**src/rtl/rom_arbiter.sv**
```systemverilog
// Two-requester round-robin arbiter in front of a shared combinational ROM.
// Each grant runs IDLE -> READ -> RESP, so one read completes every three cycles.
module rom_arbiter #(
  parameter int ADDR_W = 3,
  parameter int DATA_W = 2
) (
  input  logic              clk,
  input  logic              rst,
  input  logic              req0,
  input  logic [ADDR_W-1:0] addr0,
  input  logic              req1,
  input  logic [ADDR_W-1:0] addr1,
  output logic              ack0,
  output logic              ack1,
  output logic [DATA_W-1:0] rdata,
  output logic [ADDR_W-1:0] rom_addr,
  input  logic [DATA_W-1:0] rom_data,
  output logic              busy
);

  typedef enum logic [1:0] {
    IDLE = 2'd0,
    READ = 2'd1,
    RESP = 2'd2
  } state_t;

  state_t            state_r;
  state_t            state_s;
  logic              gnt_s;
  logic              any_req_s;
  logic              gnt_id_r;
  logic              last_gnt_r;
  logic              ack0_r;
  logic              ack1_r;
  logic [DATA_W-1:0] rdata_r;
  logic [ADDR_W-1:0] rom_addr_r;

  // Winner selection and next-state decode
  always_comb begin
    state_s   = state_r;
    gnt_s     = 1'b0;
    any_req_s = req0 | req1;

    // Under contention the requester that did not win last time goes first
    if (req0 && req1) begin
      gnt_s = ~last_gnt_r;
    end else if (req1) begin
      gnt_s = 1'b1;
    end else begin
      gnt_s = 1'b0;
    end

    case (state_r)
      IDLE: begin
        if (any_req_s) begin
          state_s = READ;
        end else begin
          state_s = IDLE;
        end
      end
      READ:    state_s = RESP;
      RESP:    state_s = IDLE;
      default: state_s = IDLE;
    endcase
  end

  // State, grant bookkeeping, ROM address, read data and ack registers
  always_ff @(posedge clk) begin
    if (rst) begin
      state_r    <= IDLE;
      gnt_id_r   <= 1'b0;
      last_gnt_r <= 1'b1;
      ack0_r     <= 1'b0;
      ack1_r     <= 1'b0;
      rdata_r    <= '0;
      rom_addr_r <= '0;
    end else begin
      state_r <= state_s;
      ack0_r  <= 1'b0;
      ack1_r  <= 1'b0;
      case (state_r)
        IDLE: begin
          if (any_req_s) begin
            gnt_id_r   <= gnt_s;
            last_gnt_r <= gnt_s;
            rom_addr_r <= gnt_s ? addr1 : addr0;
          end
        end
        READ: begin
          // Ack is raised on entry to RESP so it lines up with the captured data
          rdata_r <= rom_data;
          ack0_r  <= ~gnt_id_r;
          ack1_r  <= gnt_id_r;
        end
        default: begin
        end
      endcase
    end
  end

  assign ack0     = ack0_r;
  assign ack1     = ack1_r;
  assign rdata    = rdata_r;
  assign rom_addr = rom_addr_r;
  assign busy     = (state_r != IDLE);

endmodule

```
**config.mk**
```make
export PLATFORM = sky130hd
export DESIGN_NAME = rom_arbiter
export DESIGN_NICKNAME = d
export VERILOG_FILES = /design/src/rtl/rom_arbiter.sv
export SDC_FILE = /design/constraint.sdc
export NUM_CORES = 1
export LEC_CHECK = 0
export CORE_AREA = 2 2 39 41
export CTS_BUF_LIST = sky130_fd_sc_hd__clkbuf_8
export CTS_CLUSTER_DIAMETER = 200
export DETAILED_ROUTE_END_ITERATION = 8
export DIE_AREA = 0 0 41 43
export PLACE_DENSITY = 0.69
export SLEW_MARGIN = 15
export SYNTH_ARGS = -nofsm -noshare
export SYNTH_HDL_FRONTEND = slang
export SYNTH_SLANG_ARGS = --single-unit
```
**constraint.sdc**
```tcl
create_clock -name clk -period 1.3 [get_ports clk]
set_input_delay 0.26 -clock clk [delete_from_list [all_inputs] [get_ports clk]]
set_output_delay 0.26 -clock clk [all_outputs]
set_load 0.05 [all_outputs]
```
==> run summary, run 1 <==
Synth warnings -> 0
Inserted Diodes -> 0
Slew Viols, Final -> 0
Final Setup Violations -> 0
Via density -> 4.58
MaxCap Viol Count -> 0
Die Height -> 43 um
Setup Skew -> 0.00539 ns
GRT met2 Usage -> 18.8%
# nets final -> 81
Leak -> 0.000337 uW
CTS tree -> built
Worst-Skew Late Latency -> 0.23 ns
detailed placer's ending HPWL -> 703 um
slew at the pin with the worst max-slew slack -> 0.257 ns
footprint of the multi-input gates -> 199 um^2
flip-flop and latch area -> 220 um^2
Starting DRT DRC Count -> 5
Synth area leaders -> dfxtp_1, mux2i_1, a211oi_1, a21oi_1, a21boi_4
# rows -> 14
worst vdd ir -> 0.000524 V
Synth area leader -> dfxtp_1
# IOs -> 20
Yosys top cell area share -> 52.2%
Min-Delay Path Class -> flop to flop
maximum number of pins on one net before global-route repair -> 8
Mapped Nets -> 54
first-pass GRT wire length -> 1.61 mm
Layout fillers -> 123
Avg Cell Area, Syn -> 10.0 um^2
Die Wd -> 41 um
overall power -> 996 uW
fin crit period -> 1.22 ns
drt wl/cell -> 10.2 um
WL final -> 860 um
final count of hold timing violations -> 0
DR vias -> 385
unrepaired setup endpoints after global routing -> false
Syn Std Cell Area -> 422 um^2
GRT Total Usage -> 13.3%
met3 usage -> 3.66%
core area -> 1380 um^2
initial antenna violation count -> 0
R2R cell count -> 3
Final Cycle Share -> 93.6%
grt ovf -> 0
status -> complete, no violations
Clock transition at path regs -> 0.05 ns
port bufs -> 19
CTS Hold Bufs -> 0
die area -> 1760 um^2
post-synthesis sequential area ratio -> 52.2%
fmax -> 822 MHz
area grow syn2layout -> 84.6%
CP endpoint kind -> output port
WHS Path Cells -> 1
required time worst endpoint -> 1.04 ns
Power Density -> 1280 nW/um^2
max_slew headroom -> 82.8%
GPL Wtd Cong -> 0.766
CP Max Fanout -> 4
clock buffer depth -> 2
#FFs+latches synth -> 11
number of global-route vias before repair -> 379
Routed Antenna Nets -> 0
Post-Syn Instances -> 42
Worst setup SP type -> flop
Netlist cell types -> 17
clock sink count -> 11
DRT Pass-1 Iters -> 4
GRT busiest layer -> met2
critical path class -> flop to output port
crit path DAT -> 0.96 ns
DRC Markers -> 0
layout cells sized above 1 -> 26.5%
root cell of the clock tree -> clkbuf_8
number of buffers created by CTS -> 3
CTS H-tree lvls -> 1
Initial Util -> 30.5%
Hold WS -> 0.451 ns
met1 Use GR -> 17.3%
## critical path: stages (launching register included)
cell	delay [ns]
dfxtp_1	0.33
nor2_4	0.15
inv_2	0.06
buf_4	0.19
## synthesized netlist by cell type
library cell  number
nor2_2             1
a21oi_1            4
a21boi_4           1
a221o_1            1
and2_1             1
nand2b_1           1
o21ai_1            1
clkbuf_1           1
inv_2              1
a211oi_1           3
or2_1              1
nor2_1             5
nor3_1             2
nand2_1            2
mux2i_1            5
nor2b_1            1
dfxtp_1           11
## stage by stage
step	setup slack [ns]	utilization [%]	TNS (ns)	cell area [um^2]	cells
final	0.0831	56.2	0	778	84
after global routing	0.0294	56.2	0	778	84
after CTS	0.0218	55.5	0	768	83
after detailed placement	-0.182	51.9	-0.616	718	79
after global placement	-0.143	51.9	-0.503	718	79
after floorplan	0.209	-	0	422	42
## cells in the final DEF (no fill, tap or decap), types with 2 or more instances in the layout
cell              n
clkdlybuf4s50_1  10
clkbuf_8          3
a211oi_1          3
mux2i_1           5
a21oi_1           4
nor3_1            2
nand2_1           2
buf_4             5
dfxtp_1          11
buf_12            7
nor2_1            5
## flip-flops by register name, indices dropped and copies added (netlist names)
signal      count
rom_addr        3
rdata           2
state_r         2
ack0            1
ack1            1
gnt_id_r        1
last_gnt_r      1
## power breakdown
group          switching [uW]  leakage (uW)  total, uW  internal (uW)
logic                     133      0.000220        276            142
clock network             120     0.0000269        326            207
registers                28.2     0.0000907        394            366
total                     281      0.000337        996            715
## cell families (layout without fill, tap and decap cells)
family          after synthesis  after routing  share of synthesized area (%)
simple gates                 14             14                           16.0
compound gates               10             10                           18.1
flops                        11             11                           52.2
mux                           5              5                           11.9
buf+inv                       2             28                           1.78
## area by class of cell
cell class / instances / share of cell area, %
Clock buffer: 3 / 5.31
Sequential cell: 11 / 28.3
Timing Repair Buffer: 23 / 37.3
Multi-Input combinational cell: 29 / 25.6
Inverter: 1 / 0.482
Tap cell: 16 / 2.57
Clock inverter: 1 / 0.482
## path summary, 6_finish.rpt
check                endpoint        from  slack (ns)
setup / recovery         busy  state_r[0]        0.08
hold / removal           ack0    gnt_id_r        0.45
setup reg to reg  rom_addr[1]  last_gnt_r        0.30
hold reg to reg          ack0    gnt_id_r        0.45
## per-layer routing
layer  wire length, um  vias to the layer above
li1                  -                      198
met1               371                      178
met2               449                        9
met3                40                        0
met4                 0                        0
met5                 0                        -
## repair_timing
action | CTS | global route
pin swaps | 0 | 2
buffers inserted | 0 | 1
hold endpoints to repair | 0 | 0
endpoints found under the setup margin | 1 | 2
gates cloned | 0 | 0
gates resized for setup | 1 | 1
Power figures use the tool's default switching activity.
==> inputs of run 2 (changes only) <==
--- a/config.mk
+++ b/config.mk
@@ -7,10 +7,11 @@
 export LEC_CHECK = 0
 export CORE_AREA = 2 2 39 41
 export CTS_BUF_LIST = sky130_fd_sc_hd__clkbuf_8
-export CTS_CLUSTER_DIAMETER = 200
+export CTS_CLUSTER_DIAMETER = 60
 export DETAILED_ROUTE_END_ITERATION = 8
 export DIE_AREA = 0 0 41 43
-export PLACE_DENSITY = 0.69
+export MAX_ROUTING_LAYER = met4
+export PLACE_DENSITY = 0.72
 export SLEW_MARGIN = 15
 export SYNTH_ARGS = -nofsm -noshare
 export SYNTH_HDL_FRONTEND = slang
==> run 2 against run 1 <==
Final area is 1.6% higher. Setup slack improved by 0.0069 ns. Non-clock buffer count grew 1. Register-to-register slack worse by 0.10 ns. Die area is the same. First-iteration DRC count is 60% higher. Clock skew is 0.0027 ns lower. Count of clock-buffer cells in the layout unchanged. Sequential power about the same. Global-route usage is 1.6 points higher. Utilization grew 0.90 points. Sequential share of layout area decreased by 0.45 points. Critical path type is now input port to flop. Largest cell class unchanged.
==> run summary, run 2 (same netlist as run 1, synthesis figures left out) <==
clock sink count -> 11 (unchanged)
WHS Path Cells -> 1 (unchanged)
Slew Viols, Final -> 0 (unchanged)
RR Startpoint -> state_r[0]
hold endpoint -> ack0
Clock transition at path regs -> 0.05 ns (about the same)
clock buffer depth -> 2 (unchanged)
most common cell after layout, fill and taps aside -> dfxtp_1
required time worst endpoint -> 1.43 ns (+0.39 ns)
Min-Delay Path Class -> flop to flop
Setup Skew -> 0.00265 ns (-0.00274 ns)
Routed Antenna Nets -> 0 (unchanged)
port bufs -> 19 (unchanged)
first-pass GRT wire length -> 1.61 mm (+0.44%)
area grow syn2layout -> 87.5%
layout cells sized above 1 -> 29.0% (+2.5 points)
fin crit period -> 1.21 ns (-0.00691 ns)
final count of hold timing violations -> 0 (unchanged)
footprint of the multi-input gates -> 204 um^2 (+2.5%)
slew at the pin with the worst max-slew slack -> 0.255 ns (-0.00235 ns)
Final Setup Violations -> 0 (unchanged)
Largest register FFs -> 3 (unchanged)
Leak -> 0.000343 uW (+1.7%)
detailed placer's ending HPWL -> 741 um (+5.4%)
Initial Util -> 30.5% (unchanged)
Buf+Inv Stages, Crit Path -> 1 (-1)
worst vdd ir -> 0.000595 V (+14%)
DRT Pass-1 Iters -> 4 (unchanged)
fmax -> 826 MHz (+0.57%)
dpl cells -> 80 (+1.3%)
initial antenna violation count -> 0 (unchanged)
Die Height -> 43 um (unchanged)
# rows -> 14 (unchanged)
Via density -> 4.79 (+4.5%)
CP Max Fanout -> 4 (unchanged)
WL final -> 1.03 mm (+20%)
Inserted Diodes -> 0 (unchanged)
Starting DRT DRC Count -> 8 (+3)
post-route setup TNS -> 0 ns (unchanged)
status -> complete, no violations
die area -> 1760 um^2 (unchanged)
number of global-route vias before repair -> 394 (+4.0%)
unrepaired setup endpoints after global routing -> false
final instance area -> 791 um^2 (+1.6%)
Final Cycle Share -> 93.1% (-0.53 points)
r2r setup slk -> 0.20 ns (-0.10 ns)
final non-filler cell total -> 85 (+1.2%)
number of buffers created by CTS -> 3 (unchanged)
Final WS setup -> 0.0900 ns (+0.00691 ns)
CTS Hold Bufs -> 0 (unchanged)
crit path DAT -> 1.34 ns (+0.38 ns)
CP endpoint kind -> flop
root cell of the clock tree -> clkbuf_8
Die Wd -> 41 um (unchanged)
maximum number of pins on one net before global-route repair -> 8 (unchanged)
placed instance area -> 726 um^2 (+1.0%)
CP Cell Sequence -> clkdlybuf4s50_1 -> a21boi_4 -> mux2i_1 -> a211oi_2
Setup WS pre-CTS -> -0.157 ns (+0.0245 ns)
core area -> 1380 um^2 (unchanged)
R2R cell count -> 4 (+1)
CTS H-tree lvls -> 1 (unchanged)
DRC Markers -> 0 (unchanged)
Layout fillers -> 127 (+3.3%)
CP max stage delay -> 0.49 ns (+0.16 ns)
Top Family by Delay on Critical Path -> buffers and inverters
critical path class -> input port to flop
GPL Wtd Cong -> 0.804 (+5.0%)
Power Density -> 1300 nW/um^2 (+1.8%)
GRT Total Usage -> 14.9% (+1.6 points)
Worst-Skew Late Latency -> 0.25 ns (+0.02 ns)
CTS tree -> built
# IOs -> 20 (unchanged)
flip-flop and latch area -> 220 um^2 (unchanged)
Worst setup SP type -> input port
commonest non-fill, non-tap cells in the layout -> dfxtp_1, clkdlybuf4s50_1, buf_12
drt wl/cell -> 12.1 um (+18%)
slowest CP cell -> clkdlybuf4s50_1
# nets final -> 82 (+1.2%)
MaxCap Viol Count -> 0 (unchanged)
max_slew headroom -> 82.9% (+0.15 points)
grt ovf -> 0 (unchanged)
DR vias -> 407 (+5.7%)
start point of the worst hold path -> gnt_id_r
reg2reg end -> last_gnt_r
[run 2: changes by cell type in the layout (fill, tap and decap cells not counted), sizes merged]
cell and delta:
buf +1
[run 2: final cells by class]
cell class	count	share of cell area, %
Tap cell	16	2.53
Inverter	1	0.475
Clock inverter	1	0.475
Timing Repair Buffer	24	37.7
Sequential cell	11	27.8
Clock buffer	3	5.22
Multi-Input combinational cell	29	25.8
[run 2: worst max path at each step]
stage / depth (start not counted) / to / from / slack (ns)
final: 4 / rom_addr[1] / req0 / 0.09
after global routing: 4 / rom_addr[1] / req0 / 0.008
after CTS: 3 / busy / state_r[1] / 0.003
after detailed placement: 4 / rom_addr[1] / req1 / -0.16
after global placement: 4 / rom_addr[2] / req1 / -0.12
after floorplan: 4 / rom_addr[0] / state_r[1] / 0.21
[run 2: routing by layer]
| layer | vias to the layer above | share of wire (%) | track usage, % |
|---|---|---|---|
| li1 | 201 | - | - |
| met1 | 190 | 43 | 17.6 |
| met2 | 12 | 48 | 19.7 |
| met3 | 4 | 4.1 | 3.14 |
| met4 | 0 | 4.3 | 14.0 |
| met5 | - | 0 | - |
[run 2: where the power goes]
group          internal (uW)  total, uW  switching [uW]
clock                    208        350             142
combinational            146        286             140
sequential               366        394            28.0
[run 2: metrics by stage]
step	hold WS [ns]	utilization, %	power, uW
detailed placement	0.438	52.4	674
global placement	0.430	52.4	670
floorplan	0.404	-	530
CTS	0.450	56.1	1020
global route	0.467	57.1	1070
finish	0.447	57.1	1030
[run 2: repair_timing]
action                                  4_1_cts  5_1_grt
resized for setup                             1        2
setup buffers                                 0        1
endpoints found under the setup margin        1        3
pin swaps                                     0        2
